<file path="src/rtl/display_scan_driver.sv">
// display_scan_driver
//
// Time-multiplexed driver for a 4-digit common-anode seven-segment display
// that shows the mm.ss timer. Each digit slot opens with one dark guard
// cycle so the previous digit cannot ghost. After that the slot drives the
// current digit from a snapshot. The snapshot is taken once per frame, so a
// frame never mixes two counter states. Leading-zero blanking and PWM
// brightness apply on top.
//
// Optional feature macro: DISPLAY_FLASH_EN
//   defined   -> the flash counter and flash_on toggle are built in. Digits
//                selected by FLASH_MASK go dark for FLASH_FRAMES frames, then
//                light for FLASH_FRAMES frames.
//   undefined -> no flash logic. FLASH_MASK, FLASH_FRAMES and FLASH_W are
//                ignored.
//
// Parameters:
//   FLASH_FRAMES : scan frames per flash half-period
//   FLASH_W      : flash frame counter width (2**FLASH_W > FLASH_FRAMES)
//
// Ports:
//   CLK          in   system clock
//   RESET        in   asynchronous active-low reset
//   SCAN_TICK    in   one-cycle pulse, advances the scan by one digit
//   DIGIT0..3    in   [4] dot, [3:0] hex value; DIGIT0 is the rightmost digit
//   BLANK_LZ     in   leading-zero blanking enable
//   BRIGHT       in   duty control, anode on while pwm <= BRIGHT
//   FLASH_MASK   in   bit n makes digit n flash
//   SEG_SELECT   out  active-low anode selects, bit n drives digit n
//   DEC_OUT      out  active-low cathodes, [0]=a .. [6]=g, [7]=dp
//   FRAME_DONE   out  one-cycle pulse when the scan wraps from digit 3 to 0

module display_scan_driver #(
    parameter int FLASH_FRAMES = 625,
    parameter int FLASH_W      = 10
) (
    input  logic       CLK,
    input  logic       RESET,
    input  logic       SCAN_TICK,
    input  logic [4:0] DIGIT0,
    input  logic [4:0] DIGIT1,
    input  logic [4:0] DIGIT2,
    input  logic [4:0] DIGIT3,
    input  logic       BLANK_LZ,
    input  logic [2:0] BRIGHT,
    input  logic [3:0] FLASH_MASK,
    output logic [3:0] SEG_SELECT,
    output logic [7:0] DEC_OUT,
    output logic       FRAME_DONE
);

    localparam logic [0:0] ST_DRIVE = 1'b0;
    localparam logic [0:0] ST_GUARD = 1'b1;

    logic [0:0] state;
    logic [0:0] state_next;
    logic [1:0] idx;
    logic [4:0] snap0, snap1, snap2, snap3;
    logic [2:0] pwm;
    logic       wrap;
    logic       blank1, blank2, blank3;
    logic [4:0] cur;
    logic       cur_blank;
    logic       dark;
    logic [6:0] seg_on;

    assign wrap = SCAN_TICK && (idx == 2'd3);

    // A tick always opens (or re-opens) the guard cycle, even mid-guard,
    // so ticks arriving back to back are never lost.
    always_comb begin
        state_next = state;
        case (state)
            ST_GUARD: state_next = SCAN_TICK ? ST_GUARD : ST_DRIVE;
            default:  state_next = SCAN_TICK ? ST_GUARD : ST_DRIVE;
        endcase
    end

    // Scan index, frame snapshot, FSM state and the free-running PWM phase.
    always_ff @(posedge CLK or negedge RESET) begin
        if (!RESET) begin
            state <= ST_DRIVE;
            idx   <= 2'd0;
            snap0 <= 5'd0;
            snap1 <= 5'd0;
            snap2 <= 5'd0;
            snap3 <= 5'd0;
            pwm   <= 3'd0;
        end else begin
            state <= state_next;
            pwm   <= pwm + 3'd1;
            if (SCAN_TICK) begin
                idx <= idx + 2'd1;
            end
            if (wrap) begin
                snap0 <= DIGIT0;
                snap1 <= DIGIT1;
                snap2 <= DIGIT2;
                snap3 <= DIGIT3;
            end
        end
    end

    // Blanking cascades down from the leftmost digit. A set dot stops it.
    assign blank3 = BLANK_LZ && (snap3 == 5'd0);
    assign blank2 = blank3 && (snap2 == 5'd0);
    assign blank1 = blank2 && (snap1 == 5'd0);

    always_comb begin
        cur       = snap0;
        cur_blank = 1'b0;
        case (idx)
            2'd1: begin cur = snap1; cur_blank = blank1; end
            2'd2: begin cur = snap2; cur_blank = blank2; end
            2'd3: begin cur = snap3; cur_blank = blank3; end
            default: begin cur = snap0; cur_blank = 1'b0; end
        endcase
    end

    // Active-high segment pattern {g,f,e,d,c,b,a}. A-F are shown as A b C d E F.
    always_comb begin
        seg_on = 7'h00;
        case (cur[3:0])
            4'h0: seg_on = 7'h3F;
            4'h1: seg_on = 7'h06;
            4'h2: seg_on = 7'h5B;
            4'h3: seg_on = 7'h4F;
            4'h4: seg_on = 7'h66;
            4'h5: seg_on = 7'h6D;
            4'h6: seg_on = 7'h7D;
            4'h7: seg_on = 7'h07;
            4'h8: seg_on = 7'h7F;
            4'h9: seg_on = 7'h6F;
            4'hA: seg_on = 7'h77;
            4'hB: seg_on = 7'h7C;
            4'hC: seg_on = 7'h39;
            4'hD: seg_on = 7'h5E;
            4'hE: seg_on = 7'h79;
            default: seg_on = 7'h71;
        endcase
    end

`ifdef DISPLAY_FLASH_EN
    logic [FLASH_W-1:0] flash_cnt;
    logic               flash_on;

    // Counts completed frames and flips visibility every FLASH_FRAMES frames.
    // It updates on the wrap edge, so the new phase starts with digit 0.
    always_ff @(posedge CLK or negedge RESET) begin
        if (!RESET) begin
            flash_cnt <= '0;
            flash_on  <= 1'b1;
        end else if (wrap) begin
            if (flash_cnt == FLASH_W'(FLASH_FRAMES - 1)) begin
                flash_cnt <= '0;
                flash_on  <= ~flash_on;
            end else begin
                flash_cnt <= flash_cnt + 1'b1;
            end
        end
    end

    assign dark = ~flash_on & FLASH_MASK[idx];
`else
    localparam int unused_flash_cfg = FLASH_FRAMES + FLASH_W;
    logic unused_flash_mask;
    assign unused_flash_mask = ^FLASH_MASK;
    assign dark = 1'b0;
`endif

    // Registered outputs. A guard cycle is fully dark.
    // A blank or flashed-off digit keeps its anode (subject to PWM) but lights
    // no cathodes.
    always_ff @(posedge CLK or negedge RESET) begin
        if (!RESET) begin
            SEG_SELECT <= 4'hF;
            DEC_OUT    <= 8'hFF;
            FRAME_DONE <= 1'b0;
        end else begin
            FRAME_DONE <= wrap;
            if (state_next == ST_GUARD) begin
                SEG_SELECT <= 4'hF;
                DEC_OUT    <= 8'hFF;
            end else begin
                SEG_SELECT <= (pwm <= BRIGHT) ? ~(4'b0001 << idx) : 4'hF;
                DEC_OUT    <= (cur_blank || dark) ? 8'hFF : ~{cur[4], seg_on};
            end
        end
    end

endmodule

</file>
<file path="config.mk">
export PLATFORM = sky130hd
export DESIGN_NAME = display_scan_driver
export DESIGN_NICKNAME = d
export VERILOG_FILES = /design/src/rtl/display_scan_driver.sv
export SDC_FILE = /design/constraint.sdc
export NUM_CORES = 1
export LEC_CHECK = 0
export CORE_ASPECT_RATIO = 0.7
export CORE_MARGIN = 4
export CORE_UTILIZATION = 43
export DETAILED_ROUTE_END_ITERATION = 7
export PLACE_DENSITY = 0.72
export SLEW_MARGIN = 20
export SYNTH_ARGS = -nofsm -noshare
export SYNTH_HDL_FRONTEND = slang
export SYNTH_SLANG_ARGS = --single-unit
export TNS_END_PERCENT = 5
</file>
<file path="constraint.sdc">
create_clock -name CLK -period 2.11 [get_ports CLK]
set_input_delay 0.422 -clock CLK [delete_from_list [all_inputs] [get_ports CLK]]
set_output_delay 0.422 -clock CLK [all_outputs]
set_load 0.005 [all_outputs]
</file>
==> flow_summary_export.csv <==
group,metric,value,unit
outcome,status,"finished clean",
job,cap_viol_max_count,0,
timing,max_freq,492,MHz
hold_path,hp-class,"flip-flop to flip-flop",
setup_path,crit_start,"idx[1]",
logic_synthesis,seq_area_frac_synth,0.529,
floorplanning,ios,44,
grt,grt_start_max_net_pins,39,
logic_synthesis,synth.cell_area,1830,sq um
floorplanning,die_h,62.5,um
setup_path,crit_buf_inv,1,
setup_path,worstPathMaxFanout,9,
power_and_ir_drop,pwr-share-comb,0.550,
logic_synthesis,synth_top_area_cell,"dfrtp_1",
timing,hold_ws,0.452,ns
timing,period_needed,2.03,ns
drt,routed_wl,4050,um
drt,vias,1439,
grt,antenna_found_initial,0,
drt,drt-pass1-iter-count,4,
logic_synthesis,synth_top_area_share,0.356,
timing,fin_worst_skew,0.00728,ns
timing,tightest_slew,0.452,ns
timing,finalHoldViolCount,0,
floorplanning,start_util,0.455,
grt,overflow,0,
finish,fin_nets,254,
power_and_ir_drop,clkPwrFrac,0.117,
power_and_ir_drop,sw_frac_of_total,0.376,
setup_path,crit_path_end,"DEC_OUT[6]",
setup_path,cp_cell_sequence,"ha_1, a222oi_1, buf_4, mux2_4, nor2_1, a21oi_1, o221ai_1",
finish,diodes,0,
grt,grt_pass1_vias,1420,
setup_path,r2r_start,"idx[1]",
timing,drv_slew,0,
setup_path,endpoint_kind,"flip-flop",
clock_tree,clock_sinks,38,
setup_path,slowest_stage,"dfrtp_1",
setup_path,rrSetupSlack,0.08,ns
setup_path,rr_worst_depth,7,
floorplanning,die-width,85.9,um
placement,hpwl,3020,um
power_and_ir_drop,leakage,1.07,nW
clock_tree,insertion_delay,0.29,ns
logic_synthesis,ys_warn_count,0,
drt,initialDrtViolationCount,90,
grt,grt_pass1_wl,6550,um
logic_synthesis,synth_nets,199,
power_and_ir_drop,p_total,0.00392,W
power_and_ir_drop,ir_drop,0.746,mV
placement,portBuffers,39,
setup_path,critPathKind,"flip-flop to flip-flop",
power_and_ir_drop,p_int,0.00245,W
setup_path,worstPathRequired,2.31,ns
clock_tree,numCtsBuffers,5,
setup_path,max_stage_delay,0.43,ns
setup_path,crit_family,"compound AO/OA/AOI/OAI gates",
grt,grtUsageTotal,0.155,
setup_path,crit_arrival,2.23,ns
clock_tree,clock_path_buffers,2,
floorplanning,rows,19,
drt,detail_route.wl_per_cell,15.4,um
placement,gp_congestion,0.905,
logic_synthesis,yosys.cell_types.count,37,
timing,relSlewSlack,0.699,
clock_tree,h-tree-depth,2,
floorplanning,dieArea,5370,sq um
clock_tree,cts_root_buf,"clkbuf_8",
finish,final_layout_size_suffix_gt1_frac,0.261,
finish,syn2layout_area_growth,37.2,%
logic_synthesis,ys_top_cells_by_area,"dfrtp_1, dfstp_2, ha_1",
power_and_ir_drop,seqPwrFrac,0.333,
setup_path,critPathLaunchType,"flip-flop",
finish,nFillCells,295,
clock_tree,clkSlewWorstSetupHoldPaths,0.07,ns
drt,viasPerCell,5.47,
logic_synthesis,syn_area_per_cell,11.8,sq um
drt,post-route-drc-count,0,
logic_synthesis,synth_cells,155,
logic_synthesis,ys_ff_latch,38,
timing,period_share,0.963,
power_and_ir_drop,p_per_area,1570,nW/um^2
floorplanning,core_area,4020,sq um
power_and_ir_drop,p_switching,0.00148,W
setup_path,r2r-end,"DEC_OUT[6]",
timing,setup_viol,0,
clock_tree,cts_tree,"built",
drt,detail-route-antenna-nets,0,
setup_path,cp.depth,7,
## kinds of logic (layout without fill, tap and decap cells)
kind of cell,after synthesis,after routing,synth area share
xor gates and xnor gates,2,2,0.00959
and+or+nand+nor,33,33,0.0829
muxes,21,21,0.132
DFF,38,38,0.529
buffers and inverters,17,73,0.0404
AOI/OAI and AO/OA,31,31,0.118
adders and majority gates,13,13,0.0890
## flip-flops by register name (all words and copies together), names as in the netlist
| signal | cells |
|---|---|
| SEG_SELECT | 4 |
| FRAME_DONE | 1 |
| snap2 | 5 |
| snap0 | 5 |
| snap1 | 5 |
| idx | 2 |
| snap3 | 5 |
| pwm | 3 |
| DEC_OUT | 8 |
## per-layer routing
layer / wire length (um) / track usage / vias to the layer above
li1: - / - / 659
met1: 1700 / 0.195 / 698
met2: 1940 / 0.247 / 67
met3: 311 / 0.0501 / 15
met4: 95 / 0.0613 / 0
met5: 0 / 0 / -
## area by class of cell
| cell class | count | area, sq um | area share |
|---|---|---|---|
| Clock buffer | 8 | 80.1 | 0.0320 |
| Inverter | 14 | 52.6 | 0.0210 |
| Multi-Input combinational cell | 100 | 861 | 0.343 |
| Sequential cell | 38 | 967 | 0.386 |
| Tap cell | 52 | 65.1 | 0.0260 |
| Timing Repair Buffer | 51 | 480 | 0.192 |
## synthesized netlist by cell type
cell / n
nor4_1: 1
nand2_2: 1
nor4b_1: 1
a222oi_1: 4
mux2_1: 4
or3_1: 1
o221ai_1: 3
o2111ai_1: 1
inv_1: 12
o21ai_0: 7
a211oi_1: 2
mux2_2: 13
ha_1: 13
nand2b_1: 1
a31oi_1: 4
nor3_1: 1
o21ai_1: 1
nand3_1: 2
mux2i_2: 1
clkinv_1: 2
dfstp_2: 12
xor2_1: 2
nor2_1: 5
nor2b_1: 2
a21oi_1: 4
or4_1: 1
o211ai_1: 1
mux2i_1: 2
buf_6: 1
a21o_1: 1
mux2_4: 1
o211a_1: 1
a22oi_1: 1
dfrtp_1: 26
nand2_1: 17
o31ai_1: 1
buf_2: 2
## power groups by stage
stage	Combinational [W]	Sequential, W	Clock, W
floorplan	0.00118	0.00126	0
global placement	0.00167	0.00128	0
detailed placement	0.00178	0.00131	0
CTS	0.00189	0.00129	0.000470
global route	0.00235	0.00134	0.000503
finish	0.00216	0.00131	0.000460
## worst min path at each step
| stage | cells past startpoint | to | from | slack, ns |
|---|---|---|---|---|
| after CTS | 1 | pwm[0] | pwm[0] | 0.45 |
| after floorplan | 0 | FRAME_DONE | RESET | 0.13 |
| after global routing | 1 | pwm[0] | pwm[0] | 0.48 |
| after global placement | 1 | pwm[0] | pwm[0] | 0.43 |
| final | 1 | pwm[0] | pwm[0] | 0.45 |
| after detailed placement | 1 | pwm[0] | pwm[0] | 0.44 |
## cells in the final DEF, fill, tap and decap left out, drive strengths merged, types with 8 or more instances in the layout
master / instances
buf: 12
clkbuf: 8
clkdlybuf4s50: 39
dfrtp: 26
dfstp: 12
ha: 13
inv: 12
mux2: 18
nand2: 18
o21ai: 8
## metrics by stage
step           setup WS, ns  utilization  cell area (sq um)  setup TNS (ns)  cells
3_5_place_dp         -0.144        0.574               2310          -0.335    249
2_1_floorplan         0.163            -               1830               0    155
3_3_place_gp         0.0465        0.574               2310               0    249
4_1_cts             -0.0234        0.601               2410         -0.0234    259
6_report             0.0787        0.624               2510               0    263
5_1_grt             -0.0273        0.624               2510         -0.0273    263
## timing repair
action | in CTS | in global routing
pin swaps | 3 | 3
resized for setup | 4 | 12
endpoints found under the setup margin | 5 | 6
setup buffers | 2 | 4
hold buffers | 0 | 0
(Power assumes the default switching activity.)
==> RTL edit (same settings) <==
Register the input `DIGIT0` before use, cleared by the reset. The logic sees it one clock later. The other inputs are not delayed to match.
--- a/src/rtl/display_scan_driver.sv
+++ b/src/rtl/display_scan_driver.sv
@@ -54,2 +54,12 @@
 
+    logic [4:0] DIGIT0_q;
+
+    always_ff @(posedge CLK or negedge RESET) begin
+        if (!RESET) begin
+            DIGIT0_q <= '0;
+        end else begin
+            DIGIT0_q <= DIGIT0;
+        end
+    end
+
     logic [0:0] state;
@@ -95,3 +105,3 @@
             if (wrap) begin
-                snap0 <= DIGIT0;
+                snap0 <= DIGIT0_q;
                 snap1 <= DIGIT1;
Formal check against the unedited RTL: not equivalent (a bounded check fails within 10 cycles, from zero or initial values and one cycle with RESET low).
==> RTL edit against the unedited design <==
Setup slack lost 0.019 ns; cell area rose by 9.1%; wire length grew 3.8%; cell count is 3.8% higher; utilization is 0.63 points lower; sequential cell count up 5; sequential share of layout area is 1.3 points higher; total power grew 11%; synthesized cell count is 4.5% higher; global-route usage fell by 0.23 points; via count up 1.7%; area after synthesis is 10% higher; critical path type unchanged; largest cell class unchanged.
==> RTL edit: results (changes against the unedited design) <==
hpwl dp=3060 um (+1.4%); sequential area share after synthesis=54.1% (+1.3 points); Synth area leaders=dfrtp_1, dfstp_2, mux2_2; synth cell count leaders=dfrtp_1, nand2_1, mux2_2; CP max-delay cell=dfrtp_2; P_leak=1.18 nW (+11%); CP Max Fanout=10 (+1); share of layout cells above drive strength 1=31.2% (+5.1 points); status=finished, final reports clean; root buffer cell=clkbuf_8; placer congestion estimate=0.785 (-13%); Synth Instances=162 (+4.5%); worst rel slew slack=63.6% (-6.3 points); vias=1464 (+1.7%); initial antenna violation count=0 (unchanged); post-synthesis async set-or-reset flop share=100% (unchanged); DRT Wirelength=4210 um (+3.8%); Synthesis Warnings=0 (unchanged); All-Layer GR Usage=15.3% (-0.23 points); port buffer count=39 (unchanged); Max IR drop VDD=0.000605 V (-19%); first-pass GRT wire length=6960 um (+6.2%); most flop-heavy register=DEC_OUT; Final Skew=0.00508 ns (-0.00220 ns); post-DR wirelength/cell=15.4 um (about the same); Unique masters post-synth=38 (+2.7%); worst-case clock buffer depth=2 (unchanged); CP max stage delay=0.38 ns (-0.05 ns); first-pass detailed-route iteration total=4 (unchanged); CP Data Arrival Time=2.26 ns (+0.03 ns); Syn Nets=206 (+3.5%); H-tree depth=2 (unchanged); dpl ws=-0.0552 ns (+0.0888 ns); DR iter-0 viols=61 (-32%); largest net degree at the start of global routing=44 (+13%); Hold WC Path Type=in2async; Final nets=261 (+2.8%)
==> RTL edit: per-stage QoR <==
stage | cell area (um2) | hold slack [ns]
floorplan | 2020 | 0.126
global placement | 2480 | 0.428
detailed placement | 2480 | 0.442
CTS | 2660 | 0.191
global route | 2740 | 0.243
finish | 2740 | 0.188
==> RTL edit: final timing paths <==
check                        from         end  slack (ns)  cells past startpoint
max in group asynchronous   RESET      idx[0]        1.54                      2
setup reg to reg           idx[0]  DEC_OUT[3]        0.06                      9
min in group CLK           pwm[0]      pwm[0]        0.45                      1
setup / recovery           idx[0]  DEC_OUT[3]        0.06                      9
hold / removal              RESET    snap2[0]        0.19                      2
hold reg to reg            pwm[0]      pwm[0]        0.45                      1
==> RTL edit: cell type report <==
cell class / instances / area, um2
Fill cell: 352 / 1690
Clock buffer: 6 / 72.6
Inverter: 14 / 57.6
Multi-Input combinational cell: 100 / 890
Timing Repair Buffer: 53 / 494
Clock inverter: 2 / 60.1
Tap cell: 55 / 68.8
Sequential cell: 43 / 1090
==> RTL edit: layer usage <==
layer | vias to the layer above | global-route usage (%) | wire length, um
met5 | - | 0 | 0
met3 | 14 | 3.89 | 215
met1 | 724 | 18.8 | 1790
met4 | 0 | 5.93 | 119
li1 | 687 | - | -
met2 | 39 | 26.3 | 2080
==> RTL edit: cell families after synthesis <==
kind of cell    after synthesis  synth area share [%]
buf+inv                      19                  5.15
compound gates               27                  10.9
flops                        43                  54.1
xor+xnor                      2                 0.869
fa+ha+maj                    13                  8.07
simple gates                 37                  9.00
mux                          21                  11.9
==> RTL edit: report_power, final <==
| part | switching, mW | internal [mW] |
|---|---|---|
| Clock | 0.269 | 0.473 |
| Sequential | 0.203 | 1.21 |
| Combinational | 1.08 | 1.13 |
| Total | 1.55 | 2.81 |
==> RTL edit: repair_timing <==
action,in CTS,in global routing
setup endpoints to repair,5,6
gates resized for setup,5,11
setup buffers,3,3
pin swaps,2,3
==> RTL edit: critical path, delay by kind of cell (launching register included) <==
kind                     cells  cell delay [ns]
flip-flops                   1             0.38
AO/OA/AOI/OAI                3             0.65
adder cells (fa/ha/maj)      1             0.21
buffers and inverters        3             0.45
multiplexers                 1             0.22
AND/OR/NAND/NOR              1             0.06
